===== src/rtl/mips_pkg.sv =====
// Shared constants and source-id encoding for the writeback path.
package mips_pkg;

  localparam int DATA_W = 32;
  localparam int ADDR_W = 5;

  localparam logic [ADDR_W-1:0] ZERO_REG = '0;

  // Identity of a writeback source; also the encoding of last_grant.
  typedef enum logic {
    SRC_ALU = 1'b0,
    SRC_MEM = 1'b1
  } src_t;

endpackage


===== src/rtl/regfile_write_arbiter_if.sv =====
// Bundle of the two writeback request channels, the register file write
// port, the decode hazard query and the grant counter.
interface regfile_write_arbiter_if
  import mips_pkg::*;
#(
  parameter int DW = DATA_W,
  parameter int AW = ADDR_W
);
  logic          stall;
  logic          alu_valid;
  logic          alu_ready;
  logic [AW-1:0] alu_reg;
  logic [DW-1:0] alu_data;
  logic          mem_valid;
  logic          mem_ready;
  logic [AW-1:0] mem_reg;
  logic [DW-1:0] mem_data;
  logic [AW-1:0] write_reg;
  logic [DW-1:0] write_data;
  logic          regWrite;
  logic [AW-1:0] query_reg_1;
  logic [AW-1:0] query_reg_2;
  logic          hazard_1;
  logic          hazard_2;
  logic [15:0]   grant_cnt;

  // Requesters, decode and the register file drive/observe the arbiter.
  modport master (
    output stall, alu_valid, alu_reg, alu_data, mem_valid, mem_reg, mem_data,
           query_reg_1, query_reg_2,
    input  alu_ready, mem_ready, write_reg, write_data, regWrite,
           hazard_1, hazard_2, grant_cnt
  );

  // The arbiter itself.
  modport slave (
    input  stall, alu_valid, alu_reg, alu_data, mem_valid, mem_reg, mem_data,
           query_reg_1, query_reg_2,
    output alu_ready, mem_ready, write_reg, write_data, regWrite,
           hazard_1, hazard_2, grant_cnt
  );
endinterface


===== src/rtl/regfile_write_arbiter_rr_arbiter2.sv =====
// Two-request grant: round-robin on ties, or memory-first when FIXED_PRIO=1.
module rr_arbiter2
  import mips_pkg::*;
#(
  parameter int FIXED_PRIO = 0
) (
  input  logic clk,
  input  logic rst,
  input  logic stall,
  input  logic req_alu,
  input  logic req_mem,
  output logic gnt_alu,
  output logic gnt_mem
);

  src_t last_grant;

  // Grant decision; reset and stall both suppress every grant.
  always_comb begin
    gnt_alu = 1'b0;
    gnt_mem = 1'b0;
    if (!(rst || stall)) begin
      if (req_alu && req_mem) begin
        if ((FIXED_PRIO != 0) || (last_grant == SRC_ALU)) gnt_mem = 1'b1;
        else                                              gnt_alu = 1'b1;
      end else begin
        gnt_alu = req_alu;
        gnt_mem = req_mem;
      end
    end
  end

  // Remember who won the last accepted transfer; reset favours the ALU next.
  always_ff @(posedge clk or posedge rst) begin
    if (rst)          last_grant <= SRC_MEM;
    else if (gnt_alu) last_grant <= SRC_ALU;
    else if (gnt_mem) last_grant <= SRC_MEM;
  end

endmodule


===== src/rtl/regfile_write_arbiter.sv =====
// Shares the register file write port between the ALU and load writeback
// paths, registers the winning write and flags read-after-write hazards.
module regfile_write_arbiter
  import mips_pkg::*;
#(
  parameter int DATA_W     = mips_pkg::DATA_W,
  parameter int ADDR_W     = mips_pkg::ADDR_W,
  parameter int FIXED_PRIO = 0
) (
  input logic                     clk,
  input logic                     rst,
  regfile_write_arbiter_if.slave  bus
);

  logic              gnt_alu;
  logic              gnt_mem;
  logic              accept;
  logic [ADDR_W-1:0] sel_reg;
  logic [DATA_W-1:0] sel_data;

  logic [ADDR_W-1:0] write_reg_q;
  logic [DATA_W-1:0] write_data_q;
  logic              reg_write_q;
  logic [15:0]       grant_cnt_q;

  rr_arbiter2 #(.FIXED_PRIO(FIXED_PRIO)) u_arb (
    .clk     (clk),
    .rst     (rst),
    .stall   (bus.stall),
    .req_alu (bus.alu_valid),
    .req_mem (bus.mem_valid),
    .gnt_alu (gnt_alu),
    .gnt_mem (gnt_mem)
  );

  assign bus.alu_ready = gnt_alu;
  assign bus.mem_ready = gnt_mem;

  // Mux the winning source's destination and data.
  always_comb begin
    accept   = gnt_alu | gnt_mem;
    sel_reg  = gnt_mem ? bus.mem_reg  : bus.alu_reg;
    sel_data = gnt_mem ? bus.mem_data : bus.alu_data;
  end

  // Output register: one regWrite pulse per accepted non-$0 write; the index
  // and data hold their last real write otherwise. $0 writes still count.
  always_ff @(posedge clk or posedge rst) begin
    if (rst) begin
      reg_write_q  <= 1'b0;
      write_reg_q  <= '0;
      write_data_q <= '0;
      grant_cnt_q  <= '0;
    end else begin
      reg_write_q <= accept && (sel_reg != ZERO_REG);
      if (accept && (sel_reg != ZERO_REG)) begin
        write_reg_q  <= sel_reg;
        write_data_q <= sel_data;
      end
      if (accept) grant_cnt_q <= grant_cnt_q + 16'd1;
    end
  end

  assign bus.regWrite   = reg_write_q;
  assign bus.write_reg  = write_reg_q;
  assign bus.write_data = write_data_q;
  assign bus.grant_cnt  = grant_cnt_q;

  // Hazard: a nonzero query index matches a pending request or the write in flight.
  always_comb begin
    bus.hazard_1 = (bus.query_reg_1 != ZERO_REG) &&
                   ((reg_write_q   && (write_reg_q == bus.query_reg_1)) ||
                    (bus.alu_valid && (bus.alu_reg == bus.query_reg_1)) ||
                    (bus.mem_valid && (bus.mem_reg == bus.query_reg_1)));
    bus.hazard_2 = (bus.query_reg_2 != ZERO_REG) &&
                   ((reg_write_q   && (write_reg_q == bus.query_reg_2)) ||
                    (bus.alu_valid && (bus.alu_reg == bus.query_reg_2)) ||
                    (bus.mem_valid && (bus.mem_reg == bus.query_reg_2)));
  end

endmodule


===== src/flat_wrapper.sv =====
// flat-port wrapper written by rule: the top's interface ports become plain ports
module regfile_write_arbiter_flat import mips_pkg::*;
#(
  parameter int DATA_W     = mips_pkg::DATA_W,
  parameter int ADDR_W     = mips_pkg::ADDR_W,
  parameter int FIXED_PRIO = 0
)
  (clk, rst, bus_stall, bus_alu_valid, bus_alu_reg, bus_alu_data, bus_mem_valid, bus_mem_reg, bus_mem_data, bus_query_reg_1, bus_query_reg_2, bus_alu_ready, bus_mem_ready, bus_write_reg, bus_write_data, bus_regWrite, bus_hazard_1, bus_hazard_2, bus_grant_cnt);
  regfile_write_arbiter_if bus_i ();
  input logic clk;
  input logic rst;
  input wire logic [$bits(bus_i.stall)-1:0] bus_stall;
  input wire logic [$bits(bus_i.alu_valid)-1:0] bus_alu_valid;
  input wire logic [$bits(bus_i.alu_reg)-1:0] bus_alu_reg;
  input wire logic [$bits(bus_i.alu_data)-1:0] bus_alu_data;
  input wire logic [$bits(bus_i.mem_valid)-1:0] bus_mem_valid;
  input wire logic [$bits(bus_i.mem_reg)-1:0] bus_mem_reg;
  input wire logic [$bits(bus_i.mem_data)-1:0] bus_mem_data;
  input wire logic [$bits(bus_i.query_reg_1)-1:0] bus_query_reg_1;
  input wire logic [$bits(bus_i.query_reg_2)-1:0] bus_query_reg_2;
  output wire logic [$bits(bus_i.alu_ready)-1:0] bus_alu_ready;
  output wire logic [$bits(bus_i.mem_ready)-1:0] bus_mem_ready;
  output wire logic [$bits(bus_i.write_reg)-1:0] bus_write_reg;
  output wire logic [$bits(bus_i.write_data)-1:0] bus_write_data;
  output wire logic [$bits(bus_i.regWrite)-1:0] bus_regWrite;
  output wire logic [$bits(bus_i.hazard_1)-1:0] bus_hazard_1;
  output wire logic [$bits(bus_i.hazard_2)-1:0] bus_hazard_2;
  output wire logic [$bits(bus_i.grant_cnt)-1:0] bus_grant_cnt;
  assign bus_i.stall = bus_stall;
  assign bus_i.alu_valid = bus_alu_valid;
  assign bus_i.alu_reg = bus_alu_reg;
  assign bus_i.alu_data = bus_alu_data;
  assign bus_i.mem_valid = bus_mem_valid;
  assign bus_i.mem_reg = bus_mem_reg;
  assign bus_i.mem_data = bus_mem_data;
  assign bus_i.query_reg_1 = bus_query_reg_1;
  assign bus_i.query_reg_2 = bus_query_reg_2;
  assign bus_alu_ready = bus_i.alu_ready;
  assign bus_mem_ready = bus_i.mem_ready;
  assign bus_write_reg = bus_i.write_reg;
  assign bus_write_data = bus_i.write_data;
  assign bus_regWrite = bus_i.regWrite;
  assign bus_hazard_1 = bus_i.hazard_1;
  assign bus_hazard_2 = bus_i.hazard_2;
  assign bus_grant_cnt = bus_i.grant_cnt;
  regfile_write_arbiter #(.DATA_W(DATA_W), .ADDR_W(ADDR_W), .FIXED_PRIO(FIXED_PRIO)) u_core (.clk(clk), .rst(rst), .bus(bus_i));
endmodule

===== config.mk =====
export PLATFORM = sky130hd
export DESIGN_NAME = regfile_write_arbiter_flat
export DESIGN_NICKNAME = d
export VERILOG_FILES = /design/src/rtl/mips_pkg.sv /design/src/rtl/regfile_write_arbiter_if.sv /design/src/rtl/regfile_write_arbiter_rr_arbiter2.sv /design/src/rtl/regfile_write_arbiter.sv /design/src/flat_wrapper.sv
export SDC_FILE = /design/constraint.sdc
export NUM_CORES = 1
export LEC_CHECK = 0
export CAP_MARGIN = 20
export CORE_UTILIZATION = 40
export CTS_CLUSTER_DIAMETER = 80
export CTS_CLUSTER_SIZE = 24
export DETAILED_ROUTE_END_ITERATION = 16
export PLACE_DENSITY = 0.79
export SETUP_SLACK_MARGIN = 0.4
export SKIP_CTS_REPAIR_TIMING = 1
export SLEW_MARGIN = 20
export SYNTH_ARGS = -nofsm -noshare
export SYNTH_HDL_FRONTEND = slang
export SYNTH_HIERARCHICAL = 1
export SYNTH_SLANG_ARGS = --single-unit
export TNS_END_PERCENT = 5

===== constraint.sdc =====
create_clock -name clk -period 5.3 [get_ports clk]
set_input_delay 0.795 -clock clk [delete_from_list [all_inputs] [get_ports clk]]
set_output_delay 0.795 -clock clk [all_outputs]
set_load 0.005 [all_outputs]

==> results of run 1 <==
[through the flow]
stage	power [W]	setup WS [ns]	instances	util
global placement	0.001106	1.596	478	0.6330
finish	0.001396	1.570	486	0.6494
detailed placement	0.001120	1.541	478	0.6334
floorplan	0.0008000	2.436	240	-
global route	0.001467	1.470	486	0.6494
CTS	0.001411	1.535	486	0.6494
[power breakdown]
part,switching (W),internal [W],total [W]
clock,0.000132,0.000153,0.000285
combinational,0.000150,0.000360,0.000510
sequential,0.0000843,0.000516,0.000601
total,0.000366,0.00103,0.00140
[kinds of logic after synthesis]
| kind of cell | after synthesis | synth area share |
|---|---|---|
| AO/OA/AOI/OAI | 12 | 0.02761 |
| XOR/XNOR | 45 | 0.1279 |
| adder cells (fa/ha/maj) | 1 | 0.004059 |
| buffers and inverters | 14 | 0.02558 |
| flip-flops | 55 | 0.4470 |
| multiplexers | 74 | 0.2944 |
| AND/OR/NAND/NOR | 39 | 0.07349 |
[how the worst max path moves through the flow]
stage,start,endpoint,slack [ns],depth (start not counted)
6_report,rst,bus_mem_ready,1.57,4
5_1_grt,rst,bus_mem_ready,1.47,4
4_1_cts,rst,bus_mem_ready,1.53,4
3_5_place_dp,rst,bus_mem_ready,1.54,4
3_3_place_gp,bus_mem_valid,bus_mem_ready,1.60,4
2_1_floorplan,bus_stall,u_core/bus.write_data[26],2.44,7
[Yosys cell counts]
library cell / instances / share of area
a21boi_0: 1 / 0.0024
a21oi_1: 3 / 0.0049
a32oi_1: 2 / 0.0057
and2_1: 2 / 0.0041
and3_1: 3 / 0.0061
and3b_1: 1 / 0.0028
buf_1: 3 / 0.0037
buf_2: 3 / 0.0049
buf_6: 3 / 0.011
dfrtp_1: 54 / 0.44
dfstp_2: 1 / 0.0085
ha_1: 1 / 0.0041
inv_1: 5 / 0.0061
mux2_2: 53 / 0.19
mux2_4: 20 / 0.097
mux2i_1: 1 / 0.0032
nand2_1: 5 / 0.0061
nand3_1: 5 / 0.0081
nand4_1: 4 / 0.0081
nor2_1: 5 / 0.0061
nor3_1: 1 / 0.0016
nor3b_1: 1 / 0.0024
nor4_1: 6 / 0.012
nor4bb_1: 1 / 0.0032
o2111ai_1: 1 / 0.0028
o21ai_0: 1 / 0.0016
o21ai_1: 1 / 0.0016
o21ai_2: 2 / 0.0057
o221ai_1: 1 / 0.0028
or3b_1: 1 / 0.0028
or4_1: 4 / 0.0097
xnor2_1: 16 / 0.045
xor2_1: 29 / 0.082
[cell type report]
cell class              instances  share of cell area
clock inverters                 2            0.007359
well taps                      99             0.02602
repair buffers                148              0.3101
multi-input cells             171              0.3453
clock buffers                   6             0.01735
inverters                       5            0.004468
flip-flops and latches         55              0.2894
[routing by layer]
| metal | vias to the layer above | global-route usage | share of wire |
|---|---|---|---|
| met2 | 81 | 0.3244 | 0.50 |
| li1 | 1143 | - | - |
| met5 | - | 0 | 0 |
| met4 | 0 | 0.04098 | 0.0075 |
| met1 | 1152 | 0.2456 | 0.44 |
| met3 | 5 | 0.04315 | 0.059 |
[worst reg2reg max path, stage by stage, from the launching register on]
cell      delay [ns]
dfstp_2         0.56
inv_1           0.06
a21boi_0        0.57
o21ai_1         0.24
o21ai_4         0.16
buf_4           0.49
mux2_2          0.43
==> impl_results.md, run 1 <==
- Avg Inst Size Synth: 12.84 um2
- Critical path buffers and inverters: 2
- Hold Crit Start: u_core/bus.grant_cnt[15]
- Max reg flops: 32
- Nets@finish: 476
- Post-synthesis net count: 330
- CP max stage cell: clkdlybuf4s50_1
- Final hold violation count: 0
- Max cap viols: 0
- R2r endpoint: u_core/bus.write_data[20]
- Cell Area, Synth: 0.003082 mm2
- CP delay by family, top: buffers and inverters
- DPL Wire Length: 5.796 mm
- WP data arrival: 2.94 ns
- Routed WL: 7.631 mm
- Placed Instance Area: 0.004643 mm2
- Path type of the worst setup path: in -> out
- Final TNS setup: 0 ns
- Starting DRT DRC Count: 87
- YS warnings: 6
- CTS Buffer Depth: 2
- Root Driver: clkbuf_8
- Vias per std cell: 4.899
- Worst Max-Slew Pin Slew: 0.7159 ns
- Core area: 0.007331 mm2
- GRT overflow: 0
- Max VDD drop: 0.1446 mV
- Initial antenna violation count: 0
- Post-route ant nets: 0
- Setup crit start kind: primary input
- Area Growth Syn to Fin: 54.49%
- Minimum clock period: 3.730 ns
- WP data required: 4.51 ns
- Worst Reg-to-Reg Cells: 6
- Largest net degree at the start of global routing: 55
- CTS Sinks: 55
- Clk_lat worst skew: 0.30 ns
- Synth Instances: 240
- Setup violations, final: 0
- Number of port buffers: 146
- H-tree Lvls: 2
- Die W: 89.78 um
- CTS Buf Count: 5
- Final Max Slew Viols: 0
- Rel. slew slack: 0.5185
- Peak Freq: 268.1 MHz
- Drt first pass iters: 4
- Vias after detailed routing: 2381
- # IOs: 147
- Post-synth cell types: 33
- Fill cells: 555
- Worst hold path depth: 1
- Layout cell share with drive strength beyond 1: 0.2274
- CTS tree: done
- Hold Path Sink: u_core/bus.grant_cnt[15]
- Pleak: 1.953 nW
- Crit-path cells: clkdlybuf4s50_1 -> or3b_1 -> a21oi_4 -> clkdlybuf4s50_1
- Most common cell after layout, fill and taps aside: clkdlybuf4s50_1
- Die Area: 0.008060 mm2
- Status: complete, no violations
- RSZ-0062 raised after global routing: no
- Total GRT Usage: 0.1899
- Seq cells post-synth: 55
- Most common cell type on the critical path: clkdlybuf4s50_1
- Tcrit/Tclk final: 0.7038
- Initial core utilization: 0.4204
- CP max stage delay: 0.63 ns
- Clock Pin Slew Worst Setup and Hold Paths: 0.10 ns
- # rows: 31
- Number of global-route vias before repair: 2532
- First-pass GRT wire length: 12.33 mm
- Post-route cell area: 0.004761 mm2
- Footprint of the multi-input gates: 0.001644 mm2
- Cell area power density: 293.2 mW/mm2
- Worst R2R Start: u_core/u_arb/last_grant
- Ant diodes: 0
- Final Wtd Congestion: 0.8461
- Seq/Total Area, Yosys: 0.4470
- Register-to-register setup slack: 2.67 ns
- Fin Clk Skew: 0.004125 ns
- Crit Path Max Fanout: 21
- Fin Hold WS: 0.4791 ns
- DRC: 0
- WL/cell: 15.70 um
- Commonest cells after routing, fill and taps aside: clkdlybuf4s50_1 (146), dfrtp_1 (54), mux2_2 (53)
- Seq. cell area: 0.001378 mm2
- Die Span Y: 89.78 um
- CP Capture Type: primary output
- Worst hold path type: reg -> reg
Note: power is estimated with default switching activity, not from simulation.
==> inputs of run 2 (changes only) <==
--- a/config.mk
+++ b/config.mk
@@ -6,11 +6,11 @@
 export NUM_CORES = 1
 export LEC_CHECK = 0
 export CAP_MARGIN = 20
-export CORE_UTILIZATION = 40
+export CORE_UTILIZATION = 37
 export CTS_CLUSTER_DIAMETER = 80
 export CTS_CLUSTER_SIZE = 24
 export DETAILED_ROUTE_END_ITERATION = 16
-export PLACE_DENSITY = 0.79
+export PLACE_DENSITY = 0.77
 export SETUP_SLACK_MARGIN = 0.4
 export SKIP_CTS_REPAIR_TIMING = 1
 export SLEW_MARGIN = 20
==> constraint.sdc (replaced) <==
create_clock -name clk -period 3.1 [get_ports clk]
set_input_delay 0.465 -clock clk [delete_from_list [all_inputs] [get_ports clk]]
set_output_delay 0.465 -clock clk [all_outputs]
set_load 0.005 [all_outputs]
==> run 2 against run 1 <==
Clock skew rose by 0.0028 ns. Critical path depth rose by 2. Non-clock buffer count rose by 12. Setup slack got worse by 1.3 ns. Power rose by 65%. Combinational power rose by 76%. Clock power rose by 33%. Critical path type unchanged. Critical endpoint is now bus_hazard_1.
==> impl_results.md, run 2 (synthesis results as in run 1) <==
- Status: complete, no violations
- Setup violations, final: 0 (unchanged)
- Hold Crit Start: u_core/bus.grant_cnt[15]
- CP Capture Type: primary output
- Final Wtd Congestion: 0.9058 (+7.1%)
- H-tree Lvls: 2 (unchanged)
- Setup crit start kind: primary input
- Crit Path Max Fanout: 4 (-81%)
- Vias after detailed routing: 2472 (+3.8%)
- Nets@finish: 488 (+2.5%)
- Post-route ant nets: 0 (unchanged)
- Fill cells: 630 (+14%)
- Clk_lat worst skew: 0.30 ns (about the same)
- CTS Buffer Depth: 2 (unchanged)
- Pleak: 2.009 nW (+2.9%)
- # IOs: 147 (unchanged)
- Fin Hold WS: 0.4850 ns (+0.005855 ns)
- Worst hold path type: reg -> reg
- Cell area power density: 472.1 mW/mm2 (+61%)
- Total GRT Usage: 0.1934 (+0.003539)
- Beginning of the critical path: bus_query_reg_1[2]
- WP data required: 2.63 ns (-1.88 ns)
- Fin Clk Skew: 0.006882 ns (+0.002757 ns)
- Clock Pin Slew Worst Setup and Hold Paths: 0.09 ns (about the same)
- Placed Instance Area: 0.004730 mm2 (+1.9%)
- Ant diodes: 0 (unchanged)
- Worst Max-Slew Pin Slew: 0.7740 ns (+0.05815 ns)
- # rows: 32 (+3.2%)
- Peak Freq: 358.2 MHz
- Post-route cell area: 0.004865 mm2 (+2.2%)
- Commonest cells after routing, fill and taps aside: clkdlybuf4s50_1 (145), dfrtp_1 (54), mux2_2 (53)
- Final TNS setup: 0 ns (unchanged)
- Drt first pass iters: 4 (unchanged)
- Area Growth Syn to Fin: 57.86%
- WL met1: 3.434 mm (+2.9%)
- Rel. slew slack: 0.4832 (-0.03524)
- WL/cell: 15.94 um (+1.5%)
- CTS Sinks: 55 (unchanged)
- GRT overflow: 0 (unchanged)
- Number of global-route vias before repair: 2655 (+4.9%)
- Starting DRT DRC Count: 61 (-30%)
- Initial antenna violation count: 0 (unchanged)
- DRC: 0 (unchanged)
- WP data arrival: 2.33 ns (-0.61 ns)
- Path type of the worst setup path: in -> out
- Minimum clock period: 2.792 ns
- Wire length on met2: 3.849 mm (+1.8%)
- Vias per std cell: 4.934 (+0.71%)
- WL met3: 625 um (+38%)
- Final Max Slew Viols: 0 (unchanged)
- Die Area: 0.008697 mm2 (+7.9%)
- Worst R2R Start: u_core/u_arb/last_grant
- DPL Wire Length: 6.111 mm (+5.4%)
- Die W: 93.26 um (+3.9%)
- CTS Buf Count: 5 (unchanged)
- Top Layer Used: met4
- Tcrit/Tclk final: 0.9007
- Largest net degree at the start of global routing: 36 (-35%)
- RSZ-0062 raised after global routing: yes
- Layout cell share with drive strength beyond 1: 0.2531 (+0.02574)
- Final hold violation count: 0 (unchanged)
- Die Span Y: 93.26 um (+3.9%)
- Max VDD drop: 0.2593 mV (+79%)
- Core area: 0.007888 mm2 (+7.6%)
- Initial core utilization: 0.3907 (-0.02967)
- Most common cell after layout, fill and taps aside: clkdlybuf4s50_1
- Routed WL: 7.988 mm (+4.7%)
- Number of port buffers: 146 (unchanged)
- Root Driver: clkbuf_8
- CTS tree: done
- Max cap viols: 0 (unchanged)
- First-pass GRT wire length: 13.13 mm (+6.5%)
- Max reg flops: 32 (unchanged)
run 2: where the power goes:
part	internal [W]	switching, W	total [W]
Sequential	0.000883	0.000136	0.00102
Combinational	0.000629	0.000270	0.000899
Clock	0.000161	0.000217	0.000379
Total	0.00167	0.000624	0.00230
run 2: through the flow:
stage                     worst slack, ns  std cells  utilization  total power [W]
after floorplan                    0.5662        240            -         0.001368
after global placement             0.2424        489       0.5996         0.001907
after detailed placement           0.2149        489       0.5996         0.001925
after CTS                          0.2394        497       0.6098         0.002322
after global routing               0.2297        501       0.6168         0.002435
final                              0.3079        501       0.6168         0.002296
run 2: layout make-up:
type                    count  area, um2  area share
repair buffers            160       1594      0.3277
multi-input cells         171       1667      0.3426
clock buffers               8      80.08     0.01646
flip-flops and latches     55       1378      0.2832
inverters                   5      18.77    0.003858
well taps                 102      127.6     0.02623
run 2: worst paths after layout:
path,slack [ns],depth (start not counted),to
min in group asynchronous,0.56,2,u_core/u_arb/last_grant
hold / removal,0.48,1,u_core/bus.grant_cnt[15]
setup reg to reg,0.92,8,u_core/bus.grant_cnt[14]
setup / recovery,0.31,6,bus_hazard_1
hold reg to reg,0.48,1,u_core/bus.grant_cnt[15]
max in group asynchronous,1.72,3,u_core/bus.write_data[0]
run 2: critical path, stage by stage:
cell and delay, ns:
clkdlybuf4s50_1 0.52, xor2_1 0.20, nor4_2 0.31, a32oi_1 0.16, a21oi_2 0.16, clkdlybuf4s50_1 0.51
run 2: routing by layer:
layer,GRT usage,vias up
met2,0.3156,92
met1,0.2544,1207
met5,0,-
li1,-,1165
met4,0.04615,0
met3,0.05366,8
